File: src/rtl/singles_frame_decoder_pkg.sv
// Frame layout shared by the singles decoder and the detector-side encoder.
// A frame is 128 bits sent MSB byte first; frame bit 127 is byte 0 bit 7.
package singles_frame_decoder_pkg;

  localparam logic [4:0]  FRAMING    = 5'b11111;
  localparam int unsigned FLAG_BIT   = 122;
  localparam int unsigned BLOCK_LSB  = 116;
  localparam int unsigned BLOCK_W    = 6;
  localparam int unsigned ENERGY_LSB = 20;
  localparam int unsigned ENERGY_W   = 12;
  localparam int unsigned N_CHANNELS = 8;
  localparam int unsigned TIME_LSB   = 0;
  localparam int unsigned TIME_W     = 20;
  localparam int unsigned ESUM_W     = 15;

  typedef enum logic [1:0] {
    HUNT,
    CHECK,
    LOCKED
  } align_state_t;

  // Takes the top five bits of a link byte.
  function automatic logic is_header(input logic [4:0] hi);
    return hi == FRAMING;
  endfunction

endpackage

File: src/rtl/singles_frame_decoder_frame_aligner.sv
// Byte-stream frame aligner: finds header bytes, qualifies lock over
// consecutive frames, and flags the last byte of each trusted frame.
module frame_aligner
  import singles_frame_decoder_pkg::*;
#(
  parameter int unsigned FRAME_BYTES = 16,
  parameter int unsigned LOCK_GOOD   = 2,
  parameter int unsigned LOCK_MISS   = 2
) (
  input  logic        clk,
  input  logic        rst,
  input  logic        header,
  input  logic        accept,
  output logic        locked,
  output logic        frame_done,
  output logic [15:0] frame_errors
);

  localparam int unsigned CNT_W  = $clog2(FRAME_BYTES);
  localparam int unsigned GOOD_W = $clog2(LOCK_GOOD + 1);
  localparam int unsigned MISS_W = $clog2(LOCK_MISS + 1);
  localparam logic [CNT_W-1:0] LAST = CNT_W'(FRAME_BYTES - 1);

  align_state_t      state;
  logic [CNT_W-1:0]  count;
  logic [GOOD_W-1:0] good;
  logic [MISS_W-1:0] miss;
  logic              armed;

  // The frame whose header completes lock was started before lock was
  // established, so only frames whose header arrives in LOCKED are emitted.
  assign frame_done = accept && (state == LOCKED) && armed && (count == LAST);

  // Alignment FSM, byte counter and error statistics; advances only on accepted bytes.
  always_ff @(posedge clk or posedge rst) begin
    if (rst) begin
      state        <= HUNT;
      count        <= '0;
      good         <= '0;
      miss         <= '0;
      armed        <= 1'b0;
      locked       <= 1'b0;
      frame_errors <= '0;
    end else if (accept) begin
      unique case (state)
        HUNT: begin
          if (header) begin
            state <= CHECK;
            count <= CNT_W'(1);
            good  <= GOOD_W'(1);
          end
        end
        CHECK: begin
          if (count == '0) begin
            if (header) begin
              count <= CNT_W'(1);
              good  <= good + GOOD_W'(1);
              if (good + GOOD_W'(1) == GOOD_W'(LOCK_GOOD)) begin
                state  <= LOCKED;
                locked <= 1'b1;
                armed  <= 1'b0;
              end
            end else begin
              state <= HUNT;
              good  <= '0;
            end
          end else begin
            count <= (count == LAST) ? '0 : count + CNT_W'(1);
          end
        end
        LOCKED: begin
          if (count == '0) begin
            if (header) begin
              count <= CNT_W'(1);
              miss  <= '0;
              armed <= 1'b1;
            end else begin
              if (frame_errors != '1) frame_errors <= frame_errors + 16'd1;
              if (miss + MISS_W'(1) == MISS_W'(LOCK_MISS)) begin
                state  <= HUNT;
                locked <= 1'b0;
                armed  <= 1'b0;
                miss   <= '0;
                good   <= '0;
              end else begin
                miss <= miss + MISS_W'(1);
              end
            end
          end else begin
            count <= (count == LAST) ? '0 : count + CNT_W'(1);
          end
        end
        default: begin
          state  <= HUNT;
          count  <= '0;
          good   <= '0;
          miss   <= '0;
          armed  <= 1'b0;
          locked <= 1'b0;
        end
      endcase
    end
  end

endmodule

File: src/rtl/singles_frame_decoder.sv
// Singles frame decoder: aligns the link byte stream into 128-bit frames,
// unpacks the fields and presents them with the energy sum over a
// valid/ready output that back-pressures the link.
module singles_frame_decoder
  import singles_frame_decoder_pkg::*;
#(
  parameter int unsigned FRAME_BYTES = 16,
  parameter int unsigned LOCK_GOOD   = 2,
  parameter int unsigned LOCK_MISS   = 2
) (
  input  logic                           clk,
  input  logic                           rst,
  input  logic [7:0]                     in_data,
  input  logic                           in_valid,
  output logic                           in_ready,
  output logic                           out_valid,
  input  logic                           out_ready,
  output logic                           out_single,
  output logic [BLOCK_W-1:0]             out_block_id,
  output logic [N_CHANNELS*ENERGY_W-1:0] out_energy,
  output logic [TIME_W-1:0]              out_time,
  output logic [ESUM_W-1:0]              out_esum,
  output logic                           locked,
  output logic [15:0]                    frame_errors
);

  // Framing bits above the flag are already vetted by the aligner, so the
  // shift register only keeps the bits that reach the outputs.
  localparam int unsigned USED_W = FLAG_BIT + 1;
  localparam int unsigned SR_W   = USED_W - 8;

  logic              accept;
  logic              frame_done;
  logic [SR_W-1:0]   shift;
  logic [USED_W-1:0] frame;
  logic [ESUM_W-1:0] esum_next;

  assign in_ready = ~out_valid | out_ready;
  assign accept   = in_valid & in_ready;
  assign frame    = {shift, in_data};

  frame_aligner #(
    .FRAME_BYTES (FRAME_BYTES),
    .LOCK_GOOD   (LOCK_GOOD),
    .LOCK_MISS   (LOCK_MISS)
  ) u_aligner (
    .clk          (clk),
    .rst          (rst),
    .header       (is_header(in_data[7:3])),
    .accept       (accept),
    .locked       (locked),
    .frame_done   (frame_done),
    .frame_errors (frame_errors)
  );

  // Byte shift register holding the frame assembled so far.
  always_ff @(posedge clk or posedge rst) begin
    if (rst) shift <= '0;
    else if (accept) shift <= frame[SR_W-1:0];
  end

  // Energy sum of the frame completing this cycle, zero-extended so it cannot overflow.
  always_comb begin
    esum_next = '0;
    for (int unsigned i = 0; i < N_CHANNELS; i++) begin
      esum_next = esum_next + ESUM_W'(frame[ENERGY_LSB + i*ENERGY_W +: ENERGY_W]);
    end
  end

  // Output register: loads on a trusted frame, holds until the consumer takes it.
  always_ff @(posedge clk or posedge rst) begin
    if (rst) begin
      out_valid    <= 1'b0;
      out_single   <= 1'b0;
      out_block_id <= '0;
      out_energy   <= '0;
      out_time     <= '0;
      out_esum     <= '0;
    end else if (frame_done) begin
      out_valid    <= 1'b1;
      out_single   <= frame[FLAG_BIT];
      out_block_id <= frame[BLOCK_LSB +: BLOCK_W];
      out_energy   <= frame[ENERGY_LSB +: N_CHANNELS*ENERGY_W];
      out_time     <= frame[TIME_LSB +: TIME_W];
      out_esum     <= esum_next;
    end else if (out_ready) begin
      out_valid <= 1'b0;
    end
  end

endmodule

File: config.mk
export PLATFORM = sky130hd
export DESIGN_NAME = singles_frame_decoder
export DESIGN_NICKNAME = d
export VERILOG_FILES = /design/src/rtl/singles_frame_decoder_pkg.sv /design/src/rtl/singles_frame_decoder_frame_aligner.sv /design/src/rtl/singles_frame_decoder.sv
export SDC_FILE = /design/constraint.sdc
export NUM_CORES = 1
export LEC_CHECK = 0
export CORE_ASPECT_RATIO = 0.6
export CORE_UTILIZATION = 30
export CTS_BUF_LIST = sky130_fd_sc_hd__clkbuf_2 sky130_fd_sc_hd__clkbuf_4 sky130_fd_sc_hd__clkbuf_8
export DETAILED_ROUTE_END_ITERATION = 6
export GPL_ROUTABILITY_DRIVEN = 1
export PLACE_DENSITY_LB_ADDON = 0.25
export SETUP_SLACK_MARGIN = 0.5
export SKIP_LAST_GASP = 1
export SLEW_MARGIN = 20
export SYNTH_ARGS = -nofsm -noshare
export SYNTH_HDL_FRONTEND = slang
export SYNTH_SLANG_ARGS = --single-unit
File: constraint.sdc
create_clock -name clk -period 26.6 [get_ports clk]
set_input_delay 3.99 -clock clk [delete_from_list [all_inputs] [get_ports clk]]
set_output_delay 3.99 -clock clk [all_outputs]
set_load 0.05 [all_outputs]
==> results of run 1 <==
layout make-up:
cell class | count | area (um^2)
Fill cell | 4357 | 26990
Sequential cell | 282 | 7057
Multi-Input combinational cell | 856 | 5331
Timing Repair Buffer | 178 | 1777
Clock buffer | 74 | 918.4
Tap cell | 579 | 724.4
Inverter | 170 | 645.6
Clock inverter | 5 | 33.78
state kept, by name, indices dropped and copies added (netlist names):
| name | flops |
|---|---|
| u_aligner.locked | 1 |
| out_valid | 1 |
| shift | 115 |
| u_aligner.state | 2 |
| u_aligner.count | 4 |
| u_aligner.armed | 1 |
| out_block_id | 6 |
| out_esum | 15 |
| u_aligner.miss | 2 |
| out_time | 20 |
| out_energy | 96 |
| u_aligner.good | 2 |
| u_aligner.frame_errors | 16 |
| out_single | 1 |
kinds of logic (layout without fill, tap and decap cells):
group | after synthesis | count (layout) | synth area share (%)
and+or+nand+nor | 504 | 504 | 15.70
DFF | 282 | 282 | 53.13
AOI/OAI and AO/OA | 236 | 236 | 9.995
buffers and inverters | 233 | 427 | 6.821
adders and majority gates | 94 | 94 | 12.87
xor gates and xnor gates | 20 | 20 | 1.319
muxes | 2 | 2 | 0.1601
layer usage:
| layer | global-route usage, % | vias to the layer above | wire [um] |
|---|---|---|---|
| li1 | - | 4659 | - |
| met1 | 26.35 | 4852 | 18990 |
| met2 | 23.38 | 211 | 15400 |
| met3 | 4.943 | 50 | 2700 |
| met4 | 3.707 | 0 | 548 |
| met5 | 0 | - | 0 |
stage by stage:
step | worst slack, ns | hold WS [ns] | utilization (%) | cells | total power (W)
final | 17.10 | 0.4658 | 37.92 | 2144 | 0.001653
after detailed placement | 17.10 | 0.4585 | 35.67 | 2064 | 0.001251
after global routing | 17.05 | 0.4932 | 37.92 | 2144 | 0.001801
after CTS | 17.10 | 0.4730 | 37.86 | 2143 | 0.001664
after global placement | 17.07 | 0.4529 | 35.67 | 2064 | 0.001242
after floorplan | 14.83 | 0.4386 | - | 1371 | 0.001037
path summary, 6_finish.rpt:
path	endpoint	start	slack [ns]
max reg2reg	out_esum[10]	shift[14]	21.85
max	in_ready	out_ready	17.10
min in group asynchronous	out_energy[34]	rst	3.89
min reg2reg	out_block_id[0]	shift[108]	0.47
max in group asynchronous	out_energy[53]	rst	20.64
min	out_block_id[0]	shift[108]	0.47
report_power, final:
group	switching, W	internal, W	total (W)	leakage (nW)
Combinational	0.000485	0.000278	0.000764	3.48
Sequential	0.0000308	0.000462	0.000493	3.82
Clock	0.000178	0.000218	0.000396	0.503
Total	0.000694	0.000958	0.00165	7.81
cells in the final DEF, fill, tap and decap left out, drive strengths merged, types with 2 or more instances in the layout:
| cell | synthesis | layout |
|---|---|---|
| nand2 | 423 | 423 |
| dfrtp | 282 | 282 |
| o21ai | 187 | 187 |
| inv | 170 | 171 |
| clkdlybuf4s50 | 0 | 168 |
| clkbuf | 40 | 74 |
| fa | 71 | 71 |
| ha | 23 | 23 |
| nand3 | 16 | 16 |
| a21oi | 16 | 16 |
| nand4 | 13 | 13 |
| xnor2 | 13 | 13 |
| nor2 | 11 | 11 |
| buf | 23 | 10 |
| nor3 | 8 | 8 |
| xor2 | 7 | 7 |
| o21a | 6 | 6 |
| and3 | 5 | 5 |
| o31a | 5 | 5 |
| and4 | 5 | 5 |
| nand2b | 3 | 3 |
| a21o | 3 | 3 |
| or3 | 3 | 3 |
| o2111ai | 3 | 3 |
| and2 | 3 | 3 |
| nor3b | 3 | 3 |
| nor2b | 3 | 3 |
| a211oi | 3 | 3 |
| o32a | 2 | 2 |
| a22o | 2 | 2 |
| o21bai | 2 | 2 |
| or4 | 2 | 2 |
| a21boi | 2 | 2 |
| nor4 | 2 | 2 |
| clkinvlp | 0 | 2 |
| clkinv | 0 | 2 |
critical path: cells and delay by family:
kind                   cells  cell delay (ns)
and+or+nand+nor            1             0.22
buffers and inverters      2             1.29
==> results.md, run 1 <==
- After clock tree synthesis, the clock-pin slew on the worst setup and hold paths is 0.06 ns.
- The post-route netlist has 6.645% of its cells at a drive strength greater than 1.
- Once the floorplan was initialized, standard cells occupied 30.55% of the core.
- The worst setup path is launched from an input port.
- The synthesis-to-finish area growth is 24.14%.
- The tool flagged a number of max-cap violations equal to 0.
- The area of the core is 43,480 um^2.
- The floorplan step defined a die boundary enclosing 45,140 um^2.
- Among all flip-flop cells after synthesis, the most frequent one is sky130_fd_sc_hd__dfrtp_1.
- The number of iterations in the first detailed-routing pass is 5.
- The number of nets handed over by synthesis was 1,477.
- The data required time at the worst endpoint is 22.61 ns.
- After synthesis, the cell types taking the most area are sky130_fd_sc_hd__dfrtp_1 53%, sky130_fd_sc_hd__nand2_1 12%, sky130_fd_sc_hd__fa_1 11%, sky130_fd_sc_hd__o21ai_0 4.9%, sky130_fd_sc_hd__inv_1 4.8%.
- Hold repair after CTS inserted 0 buffers.
- The overall die width is 273.6 um.
- The areal power density over the cells is 100.2 nW/um^2.
- The summed instance area of the synthesized netlist is 13,280 um^2.
- The total global routing track utilization is 17.16%.
- The count of instances resized after the clock tree is built is 0.
- The design area is 16,490 um^2.
- The initialized floorplan defines 59 standard-cell rows.
- The slew at the pin closest to its max-slew limit is 1.028 ns.
- The reported leakage power is 7.807 nW.
- After detailed routing, the average wire length per cell comes to 17.55 um.
- The area share of the largest cell type after synthesis is 53.13%.
- The path class of the tightest hold or removal check is register to register.
- The clock latency at the later pin of the worst-skew pair is 0.58 ns.
- Summing the sequential cell areas from Yosys gives 53.13% of the chip area.
- Summed over all instances, the cell type with the most area after synthesis is sky130_fd_sc_hd__dfrtp_1.
- The number of global-route vias before repair came to 9,716.
- The critical path goes through clkdlybuf4s50_1 > nand2b_1 > clkdlybuf4s50_1.
- The total clock buffers created by CTS is 46.
- In this design, the stage delay of the slowest critical-path cell is 0.85 ns.
- The first global-routing pass estimated 58,220 um of wire.
- Entering global routing, the biggest net connects 101 pins.
- The antenna diode instance count is 0.
- The cell count after synthesis is 1,371.
- A synthesized cell averages 9.687 um^2.
- At the end of the flow, the number of nets in the layout was 1,640.
- On the final layout, the worst clock skew is 0.02378 ns.
- The starting DRC count in detailed routing is 652.
- The top achievable clock speed is 105.3 MHz.
- During placement, the flow inserted port buffers numbering 168.
- The nature of the critical path endpoint is an output pin.
- The weighted congestion at the end of routability-driven global placement is 0.8786.
- After synthesis the netlist holds a flip-flop and latch count of 282.
- The normalized max-slew margin is 31.32%.
- The routed wire length is 37,640 um.
- The maximum count of clock buffers along a single path is 3.
- The share of synthesized registers carrying an async set or reset is 100.0%.
- The number of different library cells used by synthesis comes to 54.
- After clock tree synthesis, the setup repair step added 0 buffers.
- The tree is rooted in a sky130_fd_sc_hd__clkbuf_8.
- IR analysis of the VDD net gives a maximum drop of 0.08746 mV.
- Setup repair after global routing left no endpoint under its margin.
- Once placement finished, the instance area stood at 15,510 um^2.
- For the final routed database, the setup TNS stands at 0 ns.
- The number of design rule violations left after detail routing is 0.
- The hold violation count in the final report came to 0.
- Detailed placement finished with a half-perimeter wire length of 27,230 um.
- The routed layout has 9,772 vias.
- For this design the top-level I/O count stands at 169.
- The total overflow left after global routing is 0.
- For the worst setup path, the data arrival time is 5.51 ns.
- The Yosys step of the flow raised 0 warnings.
- The depth of the most critical reg-to-reg path is 16.
- The number of synthesized flops with an enable pin is 0.
- The master of the slowest instance on the critical path is sky130_fd_sc_hd__clkdlybuf4s50_1.
- The most common cell in the synthesized netlist is sky130_fd_sc_hd__nand2_1.
- CTS built an H-tree with a depth of 2.
- The number of sinks on the clock net is 282.
- By count the netlist is led by 423 x sky130_fd_sc_hd__nand2_1, 282 x sky130_fd_sc_hd__dfrtp_1, 170 x sky130_fd_sc_hd__inv_1.
- For the finished layout, the period the worst path requires is 9.498 ns.
- The worst setup path is of the input port to output pin kind.
- The most frequent cell on the critical path is sky130_fd_sc_hd__clkdlybuf4s50_1.
- The ratio of final minimum period to clock period is 35.71%.
- The number of routed nets with antenna violations is 0.
- The initial antenna violation count came to 0.
- Setup violations remaining at the end of the flow were counted as 0.
- The die is 165.0 um tall.
- The flow ran to the end, and the final reports show no timing, DRC or antenna violations.
- The via-per-instance ratio is 4.558.
- The number of cells on the worst hold path is 2.
- The CTS tree is yes.
- The count of pins over their slew limit is 0.
- The peak fanout along the critical path is 6.
Note: power is estimated with default switching activity, not from simulation.
==> inputs of run 2 (changes only) <==
clock period = 9 ns   (was 26.6 ns; I/O delays follow)
==> run 2 against run 1 <==
  * Wire length rose by 3.4%
  * Largest power group unchanged
  * Sequential power rose to 3.0 times the previous value
  * Sequential share of layout area barely moved
  * Clock skew fell by 0.0061 ns
  * Power rose to 3.0 times the previous value
  * Die area did not move
  * Core utilization barely moved
  * Highest routed layer unchanged
==> results.md, run 2 (same netlist as run 1, synthesis figures left out) <==
- The die span in y came to 165.0 um (unchanged).
- The critical path class is register to register (was input port to output pin).
- The worst voltage drop across the vdd grid is 0.2635 mV (was 0.08746 mV).
- The hold violation count in the final report is 0 (unchanged).
- The number of routed nets with antenna violations was 0 (unchanged).
- The starting DRC count in detailed routing came to 715 (was 652).
- The initial antenna violation count is 0 (unchanged).
- The area of the core is 43,480 um^2 (unchanged).
- The peak fanout along the critical path was 4 (was 6).
- The antenna diode instance count is 0 (unchanged).
- The depth of the most critical reg-to-reg path is 16 (unchanged).
- Dividing the final minimum period by the clock period gives 51.71%.
- The post-CTS clock slew at the launch and capture registers of the worst setup and hold paths is 0.07 ns (was 0.06 ns).
- Most frequent cells in the layout: 422 x sky130_fd_sc_hd__nand2_1, 282 x sky130_fd_sc_hd__dfrtp_1, 169 x sky130_fd_sc_hd__inv_1, 168 x sky130_fd_sc_hd__clkdlybuf4s50_1, 129 x sky130_fd_sc_hd__o21ai_0 (unchanged).
- The number of hold buffers added after cts was 0 (unchanged).
- The normalized max-slew margin is 37.58% (was 31.32%).
- The most common library cell in the layout ignoring fill and taps is sky130_fd_sc_hd__nand2_1 (unchanged).
- The final critical-path setup slack was 4.347 ns (was 17.10 ns).
- The reported leakage power is 7.807 nW (about the same).
- The weighted congestion at the end of routability-driven global placement is 0.8531 (was 0.8786).
- The average wire per standard cell was 18.16 um (was 17.55 um).
- The clock period could shrink to 4.653 ns.
- The master of the slowest instance on the critical path is sky130_fd_sc_hd__fa_1 (was sky130_fd_sc_hd__clkdlybuf4s50_1).
- The maximum count of clock buffers along a single path is 3 (unchanged).
- The number of buffers inserted by post-CTS setup repair is 0 (unchanged).
- The kind of start point of the critical path is a register (was input port).
- The number of iterations in the first detailed-routing pass came to 5 (unchanged).
- The number of global-route vias before repair is 9,637 (was 9,716).
- The site row count was 59 (unchanged).
- The start point of the worst min-delay path is shift[110] (was shift[108]).
- The total global routing track utilization is 17.83% (was 17.16%).
- The overall die width is 273.6 um (unchanged).
- The nature of the critical path endpoint is a register (was output pin).
- The synthesis-to-finish area growth is 24.17% (was 24.14%).
- The flop-to-flop setup slack is 4.35 ns (was 21.85 ns).
- The max capacitance violation total is 0 (unchanged).
- The overall die area is 45,140 um^2 (unchanged).
- The wire length of the first global-routing pass is 60,370 um (was 58,220 um).
- The number of nets at the end of the flow was 1,639 (was 1,640).
- The detailed-route via count was 9,781 (was 9,772).
- The number of primary I/O pins came to 169 (unchanged).
- The minimum setup slack after placement was 4.418 ns (was 17.10 ns).
- The final HPWL from detailed placement was 28,150 um (was 27,230 um).
- The top achievable clock speed is 214.9 MHz.
- The total clock buffers created by CTS is 46 (unchanged).
- The clock latency at the later pin of the worst-skew pair was 0.58 ns (about the same).
- The slew at the pin closest to its max-slew limit is 0.9363 ns (was 1.028 ns).
- The number of sinks on the clock net is 282 (unchanged).
- The initial standard-cell utilization of the core is 30.55% (unchanged).
- Cells along the critical path: inv_1 > fa_1 > inv_1 > fa_1 > fa_1 > inv_1 > fa_1 > inv_1 > ha_1 > inv_1 > fa_1 > nor2b_1 > o2111a_1 > nor3_1 > or3_1 > a31oi_1 (was clkdlybuf4s50_1 > nand2b_1 > clkdlybuf4s50_1).
- The total of buffers placed on input and output ports came to 168 (unchanged).
- The pin count of the biggest net entering global routing came to 152 (was 101).
- The total setup violations reported at the end of the flow is 0 (unchanged).
- The routed wire length is 38,920 um (was 37,640 um).
- The type of the most critical hold path is register to register (unchanged).
- Status: finished clean (unchanged).
- The flip-flop count of the largest register after layout is 115 (unchanged).
- The CTS tree is yes (unchanged).
- The worst hold-check slack is 0.4717 ns (was 0.4658 ns).
- The critical path data arrival time is 5.14 ns (was 5.51 ns).
- The stage delay of the slowest cell on the critical path is 0.57 ns (was 0.85 ns).
- The overflow left after global routing is 0 (unchanged).
- The register bank with the most flops is shift (unchanged).
- The via-per-instance ratio is 4.564 (was 4.558).
- The instance area at placement is 15,520 um^2 (was 15,510 um^2).
- The hold path endpoint is out_block_id[2] (was out_block_id[0]).
- The count of pins over their slew limit is 0 (unchanged).
- The count of instances resized after the clock tree is built is 0 (unchanged).
- The areal power density over the cells was 302.7 nW/um^2 (was 100.2 nW/um^2).
- The number of design rule violations left after detail routing is 0 (unchanged).
- The depth of the CTS H-tree was 2 (unchanged).
- Largest registers: shift: 115 flops, out_energy: 96 flops, out_time: 20 flops (unchanged).
- The fraction of final layout cells with drive strength greater than 1 is 6.586% (was 6.645%).
- The data required time at the worst endpoint is 9.49 ns (was 22.61 ns).
- The number of cells on the worst hold path came to 2 (unchanged).
- The reg-to-reg endpoint is out_esum[10] (unchanged).
- RSZ-0062 raised after global routing: false (unchanged).
- The worst clock skew is 0.01773 ns (was 0.02378 ns).
- The accumulated negative setup slack was 0 ns (unchanged).
- The cell at the root of the clock tree is sky130_fd_sc_hd__clkbuf_8 (unchanged).
- The design area is 16,490 um^2 (about the same).
- The critical register-to-register path startpoint was shift[14] (unchanged).
## run 2: cell types whose count changed in the layout (fill, tap and decap cells not counted), sizes merged
cell    previous run  this run
buf               10         9
inv              171       169
bufinv             0         1
clkinv             2         4
clkbuf            74        73
## run 2: per-layer routing
metal	part of all wire, %	track usage (%)	up-vias
met2	41	24.29	243
met3	7.0	4.958	50
li1	-	-	4659
met5	0	0	-
met1	51	27.62	4829
met4	1.4	3.479	0
## run 2: per-stage QoR
stage | power, W | utilization (%) | std cells
2_1_floorplan | 0.003065 | - | 1371
3_3_place_gp | 0.003744 | 35.69 | 2064
3_5_place_dp | 0.003765 | 35.69 | 2064
4_1_cts | 0.005009 | 37.92 | 2143
5_1_grt | 0.005396 | 37.93 | 2143
6_report | 0.004992 | 37.93 | 2143
## run 2: power by group
part	leakage, nW	internal (W)	total (W)	switching [W]
Clock	0.516	0.000668	0.00121	0.000538
Combinational	3.47	0.000832	0.00233	0.00149
Sequential	3.82	0.00137	0.00146	0.0000944
## run 2: how the worst max path moves through the flow
stage          startpoint         endpoint  slack, ns
2_1_floorplan         rst  out_block_id[0]       3.91
3_3_place_gp    shift[14]     out_esum[10]       4.41
3_5_place_dp    shift[14]     out_esum[10]       4.42
4_1_cts         shift[14]     out_esum[10]       4.38
5_1_grt         shift[14]     out_esum[10]       4.07
6_report        shift[14]     out_esum[10]       4.35
## run 2: final cells by class
cell class                 count  area, um^2
multi-input combinational    856        5331
clock inverter                 6       61.31
tap                          579       724.4
clock buffer                  73       910.9
inverter                     170       641.9
sequential                   282        7057
timing repair buffer         177        1765
fill                        4351       26990
## run 2: critical path, delay by kind of cell, from the launching register on
kind / cells / cell delay (ns)
DFF: 1 / 0.35
AOI/OAI and AO/OA: 2 / 0.42
and+or+nand+nor: 3 / 0.69
buffers and inverters: 5 / 0.35
adders and majority gates: 6 / 2.78
